==> config.mk <==
export PLATFORM = sky130hd
export DESIGN_NAME = n_clic_vec
export DESIGN_NICKNAME = d
export VERILOG_FILES = /design/src/rtl/n_clic_vec.sv
export SDC_FILE = /design/constraint.sdc
export NUM_CORES = 1
export LEC_CHECK = 0
export ABC_AREA = 1
export BUFFER_PORTS_ARGS = -buffer_cell sky130_fd_sc_hd__buf_2
export CAP_MARGIN = 20
export CORE_MARGIN = 3
export CORE_UTILIZATION = 61
export DETAILED_ROUTE_END_ITERATION = 7
export PLACE_DENSITY = 0.83
export SLEW_MARGIN = 15
export SYNTH_ARGS = -nofsm -noshare
export SYNTH_HDL_FRONTEND = slang
export SYNTH_SLANG_ARGS = --single-unit
==> constraint.sdc <==
create_clock -name clk -period 12 [get_ports clk]
set_clock_uncertainty 0.2 [all_clocks]
set_input_delay 3 -clock clk [delete_from_list [all_inputs] [get_ports clk]]
set_output_delay 3 -clock clk [all_outputs]
set_load 0.02 [all_outputs]
==> src/rtl/n_clic_vec.sv <==
// ---------------------------------------------------------------------------
// n_clic_vec : vectored core-local interrupt controller with nested preemption
//
// Latches rising edges on VecSize request lines and arbitrates the pending,
// enabled vectors by programmable priority against the current running level.
// The result is presented to the core as one registered request. An ack enters
// the handler and pushes the running level onto a hardware stack. An mret pops
// the previous level back.
//
// Parameters
//   VecSize    : number of interrupt sources (2..32)
//   PrioWidth  : priority width; level 0 is thread mode and is never taken
//   StackDepth : maximum nesting depth (1..8)
//
// Ports
//   clk          in  : clock, rising edge
//   reset        in  : asynchronous reset, active low
//   irq_i        in  : request lines, rising-edge sensitive
//   csr_we       in  : configuration write strobe
//   csr_addr     in  : vector index for configuration read/write
//   csr_wdata    in  : write data {prio, enable, pend}
//   csr_rdata    out : combinational read of vector csr_addr, same layout
//   take_o       out : registered interrupt request to the core
//   take_id_o    out : winning vector index
//   take_prio_o  out : winning priority
//   ack_i        in  : core enters handler (honoured only while take_o=1)
//   mret_i       in  : core returns from handler
//   level_o      out : current running level
//   depth_o      out : level stack occupancy
//   underflow_o  out : sticky flag, mret seen with an empty stack
//
// Build option
//   N_CLIC_VEC_TAILCHAIN_EN : when defined, ack_i together with mret_i is a
//   tail-chain. The stack is left alone and the running level moves straight
//   to the winner. That winner is arbitrated against the level being restored
//   (the stack top) rather than the level being left. When undefined, ack_i is
//   ignored in any cycle with mret_i=1.
// ---------------------------------------------------------------------------
module n_clic_vec #(
  parameter int VecSize    = 8,
  parameter int PrioWidth  = 3,
  parameter int StackDepth = 4,
  localparam int VecWidth   = $clog2(VecSize),
  localparam int DepthWidth = $clog2(StackDepth + 1)
) (
  input  logic                   clk,
  input  logic                   reset,
  input  logic [VecSize-1:0]     irq_i,
  input  logic                   csr_we,
  input  logic [VecWidth-1:0]    csr_addr,
  input  logic [PrioWidth+1:0]   csr_wdata,
  output logic [PrioWidth+1:0]   csr_rdata,
  output logic                   take_o,
  output logic [VecWidth-1:0]    take_id_o,
  output logic [PrioWidth-1:0]   take_prio_o,
  input  logic                   ack_i,
  input  logic                   mret_i,
  output logic [PrioWidth-1:0]   level_o,
  output logic [DepthWidth-1:0]  depth_o,
  output logic                   underflow_o
);

  localparam int ArbWidth = 1 + VecWidth + PrioWidth;

  // Per-vector configuration and pending state
  logic [VecSize-1:0]                irq_q_r;
  logic [VecSize-1:0]                pend_r, pend_n_s;
  logic [VecSize-1:0]                en_r, en_n_s;
  logic [VecSize-1:0][PrioWidth-1:0] prio_r, prio_n_s;
  logic [VecSize-1:0]                edge_s;

  // Level stack
  logic [StackDepth-1:0][PrioWidth-1:0] stack_r, stack_n_s;
  logic [PrioWidth-1:0]                 level_r, level_n_s;
  logic [DepthWidth-1:0]                depth_r, depth_n_s;
  logic                                 underflow_r, underflow_n_s;

  // Registered request
  logic                 take_r, take_n_s;
  logic [VecWidth-1:0]  take_id_r, take_id_n_s;
  logic [PrioWidth-1:0] take_prio_r, take_prio_n_s;

  // Control
  logic                 csr_hit_s;
  logic                 do_push_s, do_pop_s, do_tail_s;
  logic [VecWidth-1:0]  clr_id_s;
  logic [PrioWidth-1:0] new_level_s;
  logic [VecWidth-1:0]  tail_id_s;
  logic [PrioWidth-1:0] tail_prio_s;
  logic                 tail_valid_s;
  logic [ArbWidth-1:0]  arb_s;

  // Highest priority eligible vector above thresh; ties go to the lowest
  // index because a later vector only wins on a strictly greater priority.
  // Returns {found, id, prio}.
  function automatic logic [ArbWidth-1:0] arbitrate(
    input logic [VecSize-1:0]                pend,
    input logic [VecSize-1:0]                en,
    input logic [VecSize-1:0][PrioWidth-1:0] prio,
    input logic [PrioWidth-1:0]              thresh
  );
    logic                 found;
    logic [VecWidth-1:0]  id;
    logic [PrioWidth-1:0] best;
    found = 1'b0;
    id    = {VecWidth{1'b0}};
    best  = {PrioWidth{1'b0}};
    for (int i = 0; i < VecSize; i++) begin
      if (pend[i] && en[i] && (prio[i] > thresh) &&
          (prio[i] != {PrioWidth{1'b0}}) && (!found || (prio[i] > best))) begin
        found = 1'b1;
        id    = VecWidth'(i);
        best  = prio[i];
      end else begin
        found = found;
      end
    end
    return {found, id, best};
  endfunction

  assign edge_s    = irq_i & ~irq_q_r;
  assign csr_hit_s = csr_we &&
                     ({{(32-VecWidth){1'b0}}, csr_addr} < 32'(VecSize));

`ifdef N_CLIC_VEC_TAILCHAIN_EN
  logic [PrioWidth-1:0] stack_top_s;
  logic [ArbWidth-1:0]  tail_arb_s;

  // Level that an mret this cycle would restore (0 when the stack is empty)
  always_comb begin
    stack_top_s = {PrioWidth{1'b0}};
    for (int j = 0; j < StackDepth; j++) begin
      if (depth_r == DepthWidth'(j + 1)) begin
        stack_top_s = stack_r[j];
      end else begin
        stack_top_s = stack_top_s;
      end
    end
  end

  // Tail-chain winner is judged against the level being returned to
  assign tail_arb_s   = arbitrate(pend_r, en_r, prio_r, stack_top_s);
  assign tail_valid_s = tail_arb_s[ArbWidth-1];
  assign tail_id_s    = tail_arb_s[ArbWidth-2:PrioWidth];
  assign tail_prio_s  = tail_arb_s[PrioWidth-1:0];

  // Decode ack/mret into push, pop or tail-chain
  always_comb begin
    do_tail_s = ack_i && mret_i && tail_valid_s;
    do_push_s = ack_i && take_r && !mret_i &&
                (depth_r != DepthWidth'(StackDepth));
    do_pop_s  = mret_i && !do_tail_s;
  end
`else
  assign tail_valid_s = 1'b0;
  assign tail_id_s    = {VecWidth{1'b0}};
  assign tail_prio_s  = {PrioWidth{1'b0}};

  // Decode ack/mret; an ack alongside an mret is dropped
  always_comb begin
    do_tail_s = 1'b0;
    do_push_s = ack_i && take_r && !mret_i &&
                (depth_r != DepthWidth'(StackDepth));
    do_pop_s  = mret_i;
  end
`endif

  // Select which vector is being entered and at what level
  always_comb begin
    if (do_tail_s) begin
      clr_id_s    = tail_id_s;
      new_level_s = tail_prio_s;
    end else begin
      clr_id_s    = take_id_r;
      new_level_s = take_prio_r;
    end
  end

  // Next-state for pending/config and the level stack
  always_comb begin
    pend_n_s      = pend_r;
    en_n_s        = en_r;
    prio_n_s      = prio_r;
    stack_n_s     = stack_r;
    level_n_s     = level_r;
    depth_n_s     = depth_r;
    underflow_n_s = underflow_r;

    // Ack clear first, then a new edge, then a CSR write: later wins
    if (do_push_s || do_tail_s) begin
      pend_n_s[clr_id_s] = 1'b0;
    end else begin
      pend_n_s = pend_n_s;
    end
    pend_n_s = pend_n_s | edge_s;
    if (csr_hit_s) begin
      pend_n_s[csr_addr] = csr_wdata[0];
      en_n_s[csr_addr]   = csr_wdata[1];
      prio_n_s[csr_addr] = csr_wdata[PrioWidth+1:2];
    end else begin
      pend_n_s = pend_n_s;
    end

    if (do_push_s) begin
      for (int j = 0; j < StackDepth; j++) begin
        if (depth_r == DepthWidth'(j)) begin
          stack_n_s[j] = level_r;
        end else begin
          stack_n_s[j] = stack_r[j];
        end
      end
      depth_n_s = depth_r + DepthWidth'(1);
      level_n_s = new_level_s;
    end else if (do_tail_s) begin
      level_n_s = new_level_s;
    end else if (do_pop_s) begin
      if (depth_r != {DepthWidth{1'b0}}) begin
        for (int j = 0; j < StackDepth; j++) begin
          if (depth_r == DepthWidth'(j + 1)) begin
            level_n_s = stack_r[j];
          end else begin
            level_n_s = level_n_s;
          end
        end
        depth_n_s = depth_r - DepthWidth'(1);
      end else begin
        // Level is already thread mode with an empty stack
        underflow_n_s = 1'b1;
      end
    end else begin
      level_n_s = level_r;
    end
  end

  // Arbitrate on next-state so take_* never lag an ack or config write
  assign arb_s = arbitrate(pend_n_s, en_n_s, prio_n_s, level_n_s);

  // Request is held off while the stack has no room for another push
  always_comb begin
    if (arb_s[ArbWidth-1] && (depth_n_s != DepthWidth'(StackDepth))) begin
      take_n_s      = 1'b1;
      take_id_n_s   = arb_s[ArbWidth-2:PrioWidth];
      take_prio_n_s = arb_s[PrioWidth-1:0];
    end else begin
      take_n_s      = 1'b0;
      take_id_n_s   = {VecWidth{1'b0}};
      take_prio_n_s = {PrioWidth{1'b0}};
    end
  end

  // State registers
  always_ff @(posedge clk or negedge reset) begin
    if (!reset) begin
      irq_q_r     <= {VecSize{1'b0}};
      pend_r      <= {VecSize{1'b0}};
      en_r        <= {VecSize{1'b0}};
      prio_r      <= {(VecSize*PrioWidth){1'b0}};
      stack_r     <= {(StackDepth*PrioWidth){1'b0}};
      level_r     <= {PrioWidth{1'b0}};
      depth_r     <= {DepthWidth{1'b0}};
      underflow_r <= 1'b0;
      take_r      <= 1'b0;
      take_id_r   <= {VecWidth{1'b0}};
      take_prio_r <= {PrioWidth{1'b0}};
    end else begin
      irq_q_r     <= irq_i;
      pend_r      <= pend_n_s;
      en_r        <= en_n_s;
      prio_r      <= prio_n_s;
      stack_r     <= stack_n_s;
      level_r     <= level_n_s;
      depth_r     <= depth_n_s;
      underflow_r <= underflow_n_s;
      take_r      <= take_n_s;
      take_id_r   <= take_id_n_s;
      take_prio_r <= take_prio_n_s;
    end
  end

  // Configuration read-back; out-of-range indices read as zero
  always_comb begin
    if ({{(32-VecWidth){1'b0}}, csr_addr} < 32'(VecSize)) begin
      csr_rdata = {prio_r[csr_addr], en_r[csr_addr], pend_r[csr_addr]};
    end else begin
      csr_rdata = {(PrioWidth+2){1'b0}};
    end
  end

  assign take_o      = take_r;
  assign take_id_o   = take_id_r;
  assign take_prio_o = take_prio_r;
  assign level_o     = level_r;
  assign depth_o     = depth_r;
  assign underflow_o = underflow_r;

endmodule

; Yosys cells after proc, flatten, opt, wreduce, memory -nomap -nowiden
; Cells that the tools add are included.
[classes]
add_sub_neg = 2
n_lt_le_gt_ge = 19
eq_ne = 6
mux = 55
n_bitwise = 7
reduce_logical = 67
[ops]
columns = operator, n
row1 = $mux 3, 28
row2 = $gt 3x3->1, 15
row3 = $logic_and 1x1->1, 37
row4 = $reduce_bool 3->1, 9
row5 = $bwmux 24, 1
row6 = $mux 24, 1
row7 = $mux 8, 3
row8 = $and 8x8->8, 2
row9 = $bwmux 8, 2
row10 = $not 8->8, 2
row11 = $mux 1, 14
row12 = $bmux 3 s3, 1
row13 = $demux 3 s3, 1
row14 = $logic_not 1->1, 8
row15 = $lt 3x4->1 const B, 2
row16 = $or 8x8->8, 1
row17 = $reduce_and 2->1, 4
row18 = $logic_or 1x1->1, 7
row19 = $bmux 1 s3, 2
row20 = $demux 1 s3, 2
row21 = $eq 3x2->1 const B, 2
row22 = $ge 3x1->1 const B, 2
row23 = $ne 3x3->1 const B, 2
row24 = $add 3x1->3 const B, 1
row25 = 6 further kinds, 7
[totals]
reg_bits = 74
inputBits = 21
output_inout_bits = 19

; Depth between registers and ports, before layout
; Gate-level depths: netlist of the first run.
[logic_depth]
ltp_word = 44
mapped_depth = 82
ltp_nobuf = 82

; Worst setup path before layout of the first run
; No wires, ideal clock.
[synth_path]
path_type = in2reg
start = input ack_i
end = register take_id_r[1] (netlist: take_id_o[1])
arrival_ns = 11.363
t_required_ns = 11.683
slack_ns = 0.320
path_stages = 73
n_path_buf = 0
path_cell_list = nand2_1 > nor2_8 > nand2_4 > nand2_2 > o211ai_1 > ha_1 > nand4_1 > nand2_1 > a21oi_1 > nand2_1 > ha_1 > a21oi_1 > o21ai_0 > nand2_1 > nand4_1 > nand2_1 > nand2_1 > nand2_1 > (+37 left out) > ha_1 > nand2_1 > o21ai_0 > nand2_1 > nand2_1 > nand2_2 > clkinv_1 > nand2_1 > and2_1 > ha_1 > a21oi_1 > o21ai_0 > nand2_1 > o21ai_2 > nand2_2 > nand2_1 > o21ai_1 > inv_1
[synth_rtl]
columns = element, line_no
row1 = "start, declared", 56  ; input logic ack_i,
row2 = $logic_and 1x1->1 (*) (3 in series), 162  ; do_push_s = ack_i && take_r && !mret_i &&
row3 = $mux 3 (*), 204  ; if (do_push_s) begin
row4 = net level_n_s[0], 74  ; logic [PrioWidth-1:0] level_r, level_n_s;
row5 = $gt 3x3->1, 109  ; if (pend[i] && en[i] && (prio[i] > thresh) &&
row6 = $logic_and 1x1->1 (2 in series), 109
row7 = $mux 3 or $mux 1 (tied branches), 109
row8 = $gt 3x3->1 or $logic_not 1->1 (tied branches), 110  ; (prio[i] != {PrioWidth{1'b0}}) && (!found || (prio[i] > best))) begin
row9 = $logic_or 1x1->1, 110
row10 = (+21 left out), --
row11 = $mux 3 or $mux 1 (tied branches), 109
row12 = $gt 3x3->1 or $logic_not 1->1 (tied branches), 110
row13 = $logic_or 1x1->1, 110
row14 = $logic_and 1x1->1, 110
row15 = $mux 1, 109
row16 = $logic_and 1x1->1, 240  ; if (arb_s[ArbWidth-1] && (depth_n_s != DepthWidth'(StackDepth))) begin
row17 = $mux 3 (*), 240
row18 = net take_id_n_s[1], 80  ; logic [VecWidth-1:0] take_id_r, take_id_n_s;
row19 = "end signal, assigned", 263  ; take_id_r <= {VecWidth{1'b0}};
row20 = "end signal, assigned", 275  ; take_id_r <= take_id_n_s;
row21 = "end, declared", 80
; The timed path passes the listed nets; every way through them passes the cells marked *.
; A chain may end at the register's enable or synchronous reset.

; Worst setup path after layout of the first run
[layout_path]
start = input mret_i
end = register take_prio_r[1] (netlist: take_prio_o[1])
[layout_rtl]
columns = element, line_no
row1 = "start, declared", 57  ; input logic mret_i,
row2 = $logic_not 1->1, 162
row3 = $logic_and 1x1->1 (2 in series), 162
row4 = $mux 3 (*), 204
row5 = net level_n_s[2], 74
row6 = $gt 3x3->1, 109
row7 = $logic_and 1x1->1 (2 in series), 109
row8 = $mux 3 or $mux 1 (tied branches), 109
row9 = $gt 3x3->1 or $logic_not 1->1 (tied branches), 110
row10 = (+22 left out), --
row11 = $mux 3 or $mux 1 (tied branches), 109
row12 = $gt 3x3->1 or $logic_not 1->1 (tied branches), 110
row13 = $logic_or 1x1->1, 110
row14 = $logic_and 1x1->1, 110
row15 = $mux 1, 109
row16 = $logic_and 1x1->1, 240
row17 = $mux 3 (*), 240
row18 = net take_prio_n_s[1], 81  ; logic [PrioWidth-1:0] take_prio_r, take_prio_n_s;
row19 = "end signal, assigned", 264  ; take_prio_r <= {PrioWidth{1'b0}};
row20 = "end signal, assigned", 276  ; take_prio_r <= take_prio_n_s;
row21 = "end, declared", 81
; Marks and branches as above.

==> results.md, run 1 <==
- Number of antenna cells inserted: 0
- Global Route Usage Sum: 0.320
- Setup repair after global routing missed its margin: yes
- Warnings from Yosys: 0
- Detailed-route wire length per cell: 18.5 um
- Layout-stage area growth over the synthesis result: 28.5%
- CTS tree: yes
- Iter 0 DRT Violations: 555
- Net count after synthesis: 762
- Clock-pin slew of the registers on the worst-case setup and hold paths: 0.08 ns
- Maximum operating frequency: 84.6 MHz
- Starting utilization of the core area: 0.632
- Hold crit path type: register to register
- Post-Route WL: 16,800 um
- Final hold violations: 0
- Vertical die dimension: 98.5 um
- Max Cap Violations: 0
- Number of nets with antenna violations after detailed routing: 0
- Largest stage delay on the critical path: 0.32 ns
- Number of antenna violations at the first check in global routing: 0
- Die X: 98.5 um
- Number of vias in the routed layout: 5,500
- Total negative slack: 0 ns
- Grt ovf: 0
- Nature of the critical path endpoint: register
- Fraction of final layout cells sized beyond drive strength 1: 0.333
- Overall die area: 9710 sq um
- Commonest cells after routing, fill and taps aside: sky130_fd_sc_hd__nand2_1, sky130_fd_sc_hd__inv_1, sky130_fd_sc_hd__dfrtp_1, sky130_fd_sc_hd__buf_4, sky130_fd_sc_hd__o21ai_0
- Net total in the final layout: 865
- Yosys reg bits: 74
- Status: finished, final reports clean
- Initial DRT Pass Iterations: 5
- Top-level I/O count: 40
- Count of placed standard cells in the final layout, fillers left out: 911
- Placeable Area: 8260 sq um
- Cell count after synthesis: 698
- Clock H-tree levels: 3
- Wire length of the first global-routing pass: 24,800 um
- Total standard cell area after synthesis: 5220 sq um
- HPWL after detailed placement: 11,400 um
- Count of endpoints failing setup in the final report: 0
- Data required time at the worst endpoint: 12.06 ns
- Worst Max-Slew Pin Slew: 0.951 ns
- Vias in the first global route: 5,052
- Final cycle utilization of the critical path: 0.985
- Data arrival time of the worst path: 11.89 ns
- Number of vias per cell after detailed routing: 6.04
- DRC: 0
- Seq/Total Area, Yosys: 0.355
- Clk buf depth: 2
- Later-pin clock latency in the skew report: 0.36 ns
- Clock Root Buffer: sky130_fd_sc_hd__clkbuf_8
- Syn avg cell area: 7.48 sq um
- Number of distinct library cells after synthesis: 45
- Cts bufs inserted: 9
- Core Rows: 33
- Quantity of hold-fixing buffers added after cts: 0
- Shortest period the worst path allows: 11.82 ns
- Number of buffers inserted by port buffering: 39
- Largest cells by area after synthesis: sky130_fd_sc_hd__dfrtp_1, sky130_fd_sc_hd__nand2_1, sky130_fd_sc_hd__ha_1
- Routability Congestion: 0.936
- Pin count of the biggest net entering global routing: 75
- Slowest library cell on the worst path: sky130_fd_sc_hd__ha_1
- Maximum fanout count along the critical path: 8
- Max-slew violation count: 0
- Worst path most repeated cell: sky130_fd_sc_hd__nand2_2
- Dominant cell type by area after synthesis: sky130_fd_sc_hd__dfrtp_1
- Slew margin rel.: 0.366
- Crit Path Class: primary input to register
- Most frequent standard cell in the layout excluding fill and tap cells: sky130_fd_sc_hd__nand2_1
- DP Cell Count: 874
- Top cell type's share of synthesized area: 0.355
- Crit path launch type: primary input
- CTS sink cnt: 74
[Yosys cell counts]
| cell | instances |
|---|---|
| sky130_fd_sc_hd__a21o_1 | 2 |
| sky130_fd_sc_hd__or2_4 | 1 |
| sky130_fd_sc_hd__xor2_1 | 1 |
| sky130_fd_sc_hd__nor3_2 | 1 |
| sky130_fd_sc_hd__o2111ai_1 | 4 |
| sky130_fd_sc_hd__nand2_2 | 17 |
| sky130_fd_sc_hd__mux2i_1 | 1 |
| sky130_fd_sc_hd__or2_1 | 3 |
| sky130_fd_sc_hd__a211oi_1 | 1 |
| sky130_fd_sc_hd__nor2_4 | 3 |
| sky130_fd_sc_hd__nand2_1 | 155 |
| sky130_fd_sc_hd__o22ai_1 | 2 |
| sky130_fd_sc_hd__or2_2 | 7 |
| sky130_fd_sc_hd__dfrtp_1 | 74 |
| sky130_fd_sc_hd__o21ai_1 | 17 |
| sky130_fd_sc_hd__o21ai_2 | 5 |
| sky130_fd_sc_hd__o21ai_4 | 1 |
| sky130_fd_sc_hd__a21oi_1 | 36 |
| sky130_fd_sc_hd__nand4_1 | 13 |
| sky130_fd_sc_hd__nand3_1 | 45 |
| sky130_fd_sc_hd__a31oi_1 | 3 |
| sky130_fd_sc_hd__buf_4 | 1 |
| sky130_fd_sc_hd__o21ai_0 | 62 |
| sky130_fd_sc_hd__buf_6 | 2 |
| sky130_fd_sc_hd__nand3_2 | 4 |
| sky130_fd_sc_hd__nor2_8 | 1 |
| sky130_fd_sc_hd__and2_1 | 8 |
| sky130_fd_sc_hd__clkbuf_1 | 3 |
| sky130_fd_sc_hd__a31o_2 | 2 |
| sky130_fd_sc_hd__nor2_1 | 24 |
| sky130_fd_sc_hd__a21oi_2 | 1 |
| sky130_fd_sc_hd__o21a_1 | 6 |
| sky130_fd_sc_hd__nor2_2 | 5 |
| sky130_fd_sc_hd__o21bai_1 | 2 |
| sky130_fd_sc_hd__a21oi_4 | 1 |
| sky130_fd_sc_hd__a22oi_1 | 5 |
| sky130_fd_sc_hd__nor3_1 | 3 |
| sky130_fd_sc_hd__o211ai_1 | 8 |
| sky130_fd_sc_hd__inv_2 | 20 |
| sky130_fd_sc_hd__ha_1 | 43 |
| sky130_fd_sc_hd__nand3_4 | 1 |
| sky130_fd_sc_hd__inv_1 | 100 |
| sky130_fd_sc_hd__clkinv_1 | 2 |
| sky130_fd_sc_hd__nand2_4 | 1 |
| sky130_fd_sc_hd__buf_2 | 1 |
[final timing paths]
path                       depth (start not counted)              to  slack, ns       start
min in group asynchronous                          1         en_r[1]       2.57       reset
max                                               75  take_prio_o[1]       0.18      mret_i
min reg2reg                                        2      stack_r[6]       0.29  stack_r[6]
min                                                2      stack_r[6]       0.29  stack_r[6]
max reg2reg                                       78  take_prio_o[1]       1.81  depth_o[1]
max in group asynchronous                          1       prio_r[2]       8.40       reset
[critical path, delay by kind of cell]
kind / cells / cell delay, ns
simple gates: 43 / 4.34
fa+ha+maj: 8 / 2.08
compound gates: 15 / 1.71
buf+inv: 9 / 0.73
[registers in the layout, indices dropped and copies added (netlist names)]
register,flops
take_prio_o,3
irq_q_r,8
underflow_o,1
prio_r,24
depth_o,3
pend_r,8
level_o,3
take_o,1
en_r,8
stack_r,12
take_id_o,3
[cell families after synthesis]
kind of cell / share of synthesized area
adders and majority gates: 0.103
AOI/OAI and AO/OA: 0.177
muxes: 0.00192
and+or+nand+nor: 0.265
DFF: 0.355
xor gates and xnor gates: 0.00168
buffers and inverters: 0.0965
[layout make-up]
cell class                      count  area [sq um]
Multi-Input combinational cell    495          3350
Inverter                          122           468
Clock buffer                       11           141
Tap cell                          105           131
Fill cell                         515          1550
Clock inverter                      5          86.3
Sequential cell                    74          1850
Timing Repair Buffer               99           684
[what timing repair did]
action	in CTS	in global routing
pin swaps	5	62
gates resized for setup	10	112
hold endpoints to repair	0	0
setup endpoints to repair	6	6
setup buffers	4	17
[routing by layer]
layer | global-route usage | routed length (um)
met1 | 0.448 | 6730
met2 | 0.506 | 8140
met3 | 0.0425 | 1380
met4 | 0.123 | 570
met5 | 0 | 0
[per-stage QoR]
stage	hold slack, ns	utilization	area [sq um]	worst slack [ns]
after global routing	0.311	0.813	6710	-0.354
after detailed placement	0.270	0.702	5800	-0.679
final	0.289	0.813	6710	0.176
after floorplan	0.248	-	5220	0.320
after CTS	0.290	0.741	6120	0.00513
after global placement	0.250	0.702	5800	-0.00195
Power of run 1 is not shown: default switching activity piles up to over one toggle a cycle in this logic, so the estimate is an artifact.
==> run 2, diff against run 1 <==
--- a/config.mk
+++ b/config.mk
@@ -5,7 +5,6 @@
 export SDC_FILE = /design/constraint.sdc
 export NUM_CORES = 1
 export LEC_CHECK = 0
-export ABC_AREA = 1
 export BUFFER_PORTS_ARGS = -buffer_cell sky130_fd_sc_hd__buf_2
 export CAP_MARGIN = 20
 export CORE_MARGIN = 3
==> results.md, run 2 <==
- Status: complete, but fails checks
- Failing checks: negative setup slack
- Hold path start: underflow_o
- Number of buffers inserted by port buffering: 39
- Max VDD drop: 0.000332 V
- Warnings from Yosys: 0
- Clock Root Buffer: sky130_fd_sc_hd__clkbuf_8
- Worst flop-to-flop path startpoint: depth_o[0]
- Shortest period the worst path allows: 13.17 ns
- Post-detailed-placement cell area: 6240 sq um
- Maximum fanout count along the critical path: 6
- Data arrival time of the worst path: 13.25 ns
- Overall die area: 9950 sq um
- Initial DRT Pass Iterations: 5
- Placeable Area: 8380 sq um
- Grt ovf: 0
- Worst slack at placement: -1.56 ns
- Largest Register: prio_r
- Number of vias per cell after detailed routing: 6.74
- Global Route Usage Sum: 0.361
- Largest cells by area after synthesis: sky130_fd_sc_hd__dfrtp_1, sky130_fd_sc_hd__ha_1, sky130_fd_sc_hd__mux2_2
- Max-slew violation count: 0
- Total negative slack: -6.72 ns
- Yosys reg bits: 74
- Total standard cell area after synthesis: 5360 sq um
- Core Rows: 33
- Crit path launch type: primary input
- Number of distinct library cells after synthesis: 85
- Final non-filler cell area: 6910 sq um
- Routability Congestion: 0.999
- Net total in the final layout: 738
- Top cell types by occurrence after synthesis: sky130_fd_sc_hd__dfrtp_1, sky130_fd_sc_hd__nand2_1, sky130_fd_sc_hd__ha_1, sky130_fd_sc_hd__inv_1, sky130_fd_sc_hd__mux2_2
- Worst path most repeated cell: sky130_fd_sc_hd__o21ai_2
- Final cycle utilization of the critical path: 1.10
- Hold crit path type: register to register
- CTS tree: yes
- Final WS setup: -1.17 ns
- Share of synthesized area spent on multiplexers: 0.147
- DRC: 0
- Worst Max-Slew Pin Slew: 0.929 ns
- Slew margin rel.: 0.381
- Worst reg2reg setup slack: 0.29 ns
- Data required time at the worst endpoint: 12.08 ns
- Later-pin clock latency in the skew report: 0.37 ns
- Largest stage delay on the critical path: 0.37 ns
- Cts bufs inserted: 9
- Post-synthesis share of cell area spent on and, or, nand and nor gates: 0.153
- Clock H-tree levels: 3
- Setup repair after global routing missed its margin: yes
- Clock-pin slew of the registers on the worst-case setup and hold paths: 0.08 ns
- Iter 0 DRT Violations: 575
- Number of nets with antenna violations after detailed routing: 0
- Nature of the critical path endpoint: register
- Vertical die dimension: 99.8 um
- Slowest library cell on the worst path: sky130_fd_sc_hd__a221o_1
- Maximum operating frequency: 75.9 MHz
- Top cell type's share of synthesized area: 0.345
- Crit Path Class: primary input to register
- Starting utilization of the core area: 0.640
- Quantity of hold-fixing buffers added after cts: 0
- Final hold violations: 0
- Number of antenna cells inserted: 0
- Critical Path Source: ack_i
- Leakage power: 3.21 nW
- Fraction of final layout cells sized beyond drive strength 1: 0.414
- Top-count cell post-synth: sky130_fd_sc_hd__dfrtp_1
- Dominant cell type by area after synthesis: sky130_fd_sc_hd__dfrtp_1
- Detailed-route wire length per cell: 22.9 um
- Die X: 99.8 um
- Top-level I/O count: 40
- Post-synthesis compound-gate area fraction: 0.195
- Number of vias in the routed layout: 5,288
- Pwr/cell area: 315 nW/um^2
- Layout-stage area growth over the synthesis result: 28.9%
- Clk buf depth: 2
- Seq/Total Area, Yosys: 0.345
- Syn avg cell area: 9.95 sq um
- Post-layout power: 2.18 mW
- Combinational family with the most area after synthesis: compound AO/OA/AOI/OAI gates
- HPWL after detailed placement: 12,100 um
- Pin count of the biggest net entering global routing: 75
- Largest registers: prio_r: 24 flops, stack_r: 12 flops
- Most frequent standard cell in the layout excluding fill and tap cells: sky130_fd_sc_hd__buf_4
- Most frequently used flop master after synthesis: sky130_fd_sc_hd__dfrtp_1
- Count of flip-flops with a built-in enable after synthesis: 0
- Net count after synthesis: 603
- CTS sink cnt: 74
- FFs w/ async S/R, synth: 1.00
- Xor and xnor fraction of the mapped netlist area: 0.00816
- Max Cap Violations: 0
- Count of endpoints failing setup in the final report: 6
- Commonest cells after routing, fill and taps aside: sky130_fd_sc_hd__buf_4, sky130_fd_sc_hd__dfrtp_1, sky130_fd_sc_hd__nand2_1, sky130_fd_sc_hd__inv_1, sky130_fd_sc_hd__ha_1
- Number of flip-flops in the largest register: 24
- Post-Route WL: 17,900 um
- Wire length of the first global-routing pass: 28,000 um
- Number of antenna violations at the first check in global routing: 0
- Synth Area in Adders: 0.102
- Vias in the first global route: 5,369
- Cell count after synthesis: 539
-- run 2: changes by cell type in the layout (fill, tap and decap cells not counted), moves of 18 or more --
cell	before	now
sky130_fd_sc_hd__inv_2	23	4
sky130_fd_sc_hd__inv_1	95	37
sky130_fd_sc_hd__o21ai_1	20	2
sky130_fd_sc_hd__o21ai_0	55	21
sky130_fd_sc_hd__nand2_2	33	2
sky130_fd_sc_hd__buf_4	57	107
sky130_fd_sc_hd__mux2_2	0	34
sky130_fd_sc_hd__nand2_1	129	41
-- run 2: final cells by class --
cell class | instances | area (sq um)
Inverter | 42 | 160
Clock buffer | 10 | 138
Timing Repair Buffer | 146 | 1030
Clock inverter | 6 | 90.1
Sequential cell | 74 | 1850
Tap cell | 105 | 131
Fill cell | 437 | 1470
Multi-Input combinational cell | 401 | 3510
-- run 2: metal layers --
| layer | GRT usage | part of all wire | up-vias |
|---|---|---|---|
| li1 | - | - | 2269 |
| met1 | 0.467 | 0.38 | 2543 |
| met2 | 0.575 | 0.46 | 378 |
| met3 | 0.0848 | 0.10 | 98 |
| met4 | 0.172 | 0.053 | 0 |
| met5 | 0 | 0 | - |
-- run 2: path summary, 6_finish.rpt --
kind | endpoint | cells after the start
hold reg to reg | underflow_o | 1
setup reg to reg | take_prio_o[1] | 71
min in group asynchronous | stack_r[5] | 1
setup / recovery | take_prio_o[1] | 68
max in group asynchronous | en_r[5] | 1
hold / removal | underflow_o | 1
-- run 2: critical path, delay by kind of cell --
| family | cells | cell delay (ns) |
|---|---|---|
| and+or+nand+nor | 15 | 1.70 |
| buffers and inverters | 8 | 0.65 |
| AOI/OAI and AO/OA | 35 | 5.45 |
| muxes | 2 | 0.57 |
| adders and majority gates | 8 | 1.88 |
-- run 2: cells by family (layout without fill, tap and decap cells) --
kind of cell,count (synthesis),in the layout
and+or+nand+nor,150,150
xor gates and xnor gates,5,5
buffers and inverters,64,204
muxes,62,62
AOI/OAI and AO/OA,140,140
DFF,74,74
adders and majority gates,44,44
-- run 2: power by group --
group	switching (mW)	leakage [nW]	internal [mW]
clock	0.102	0.101	0.123
combinational	0.796	2.22	0.771
sequential	0.0687	0.892	0.316
-- run 2: what timing repair did --
item	4_1_cts	5_1_grt
setup endpoints to repair	6	6
pin swaps	22	15
gates resized for setup	33	16
setup buffers	20	10
-- run 2: metrics by stage --
| step | hold slack [ns] | cells | util |
|---|---|---|---|
| floorplan | 0.257 | 539 | - |
| global placement | 0.245 | 738 | 0.745 |
| detailed placement | 0.251 | 738 | 0.745 |
| CTS | 0.274 | 774 | 0.808 |
| global route | 0.311 | 784 | 0.825 |
| finish | 0.272 | 784 | 0.825 |
(Power assumes the default switching activity.)
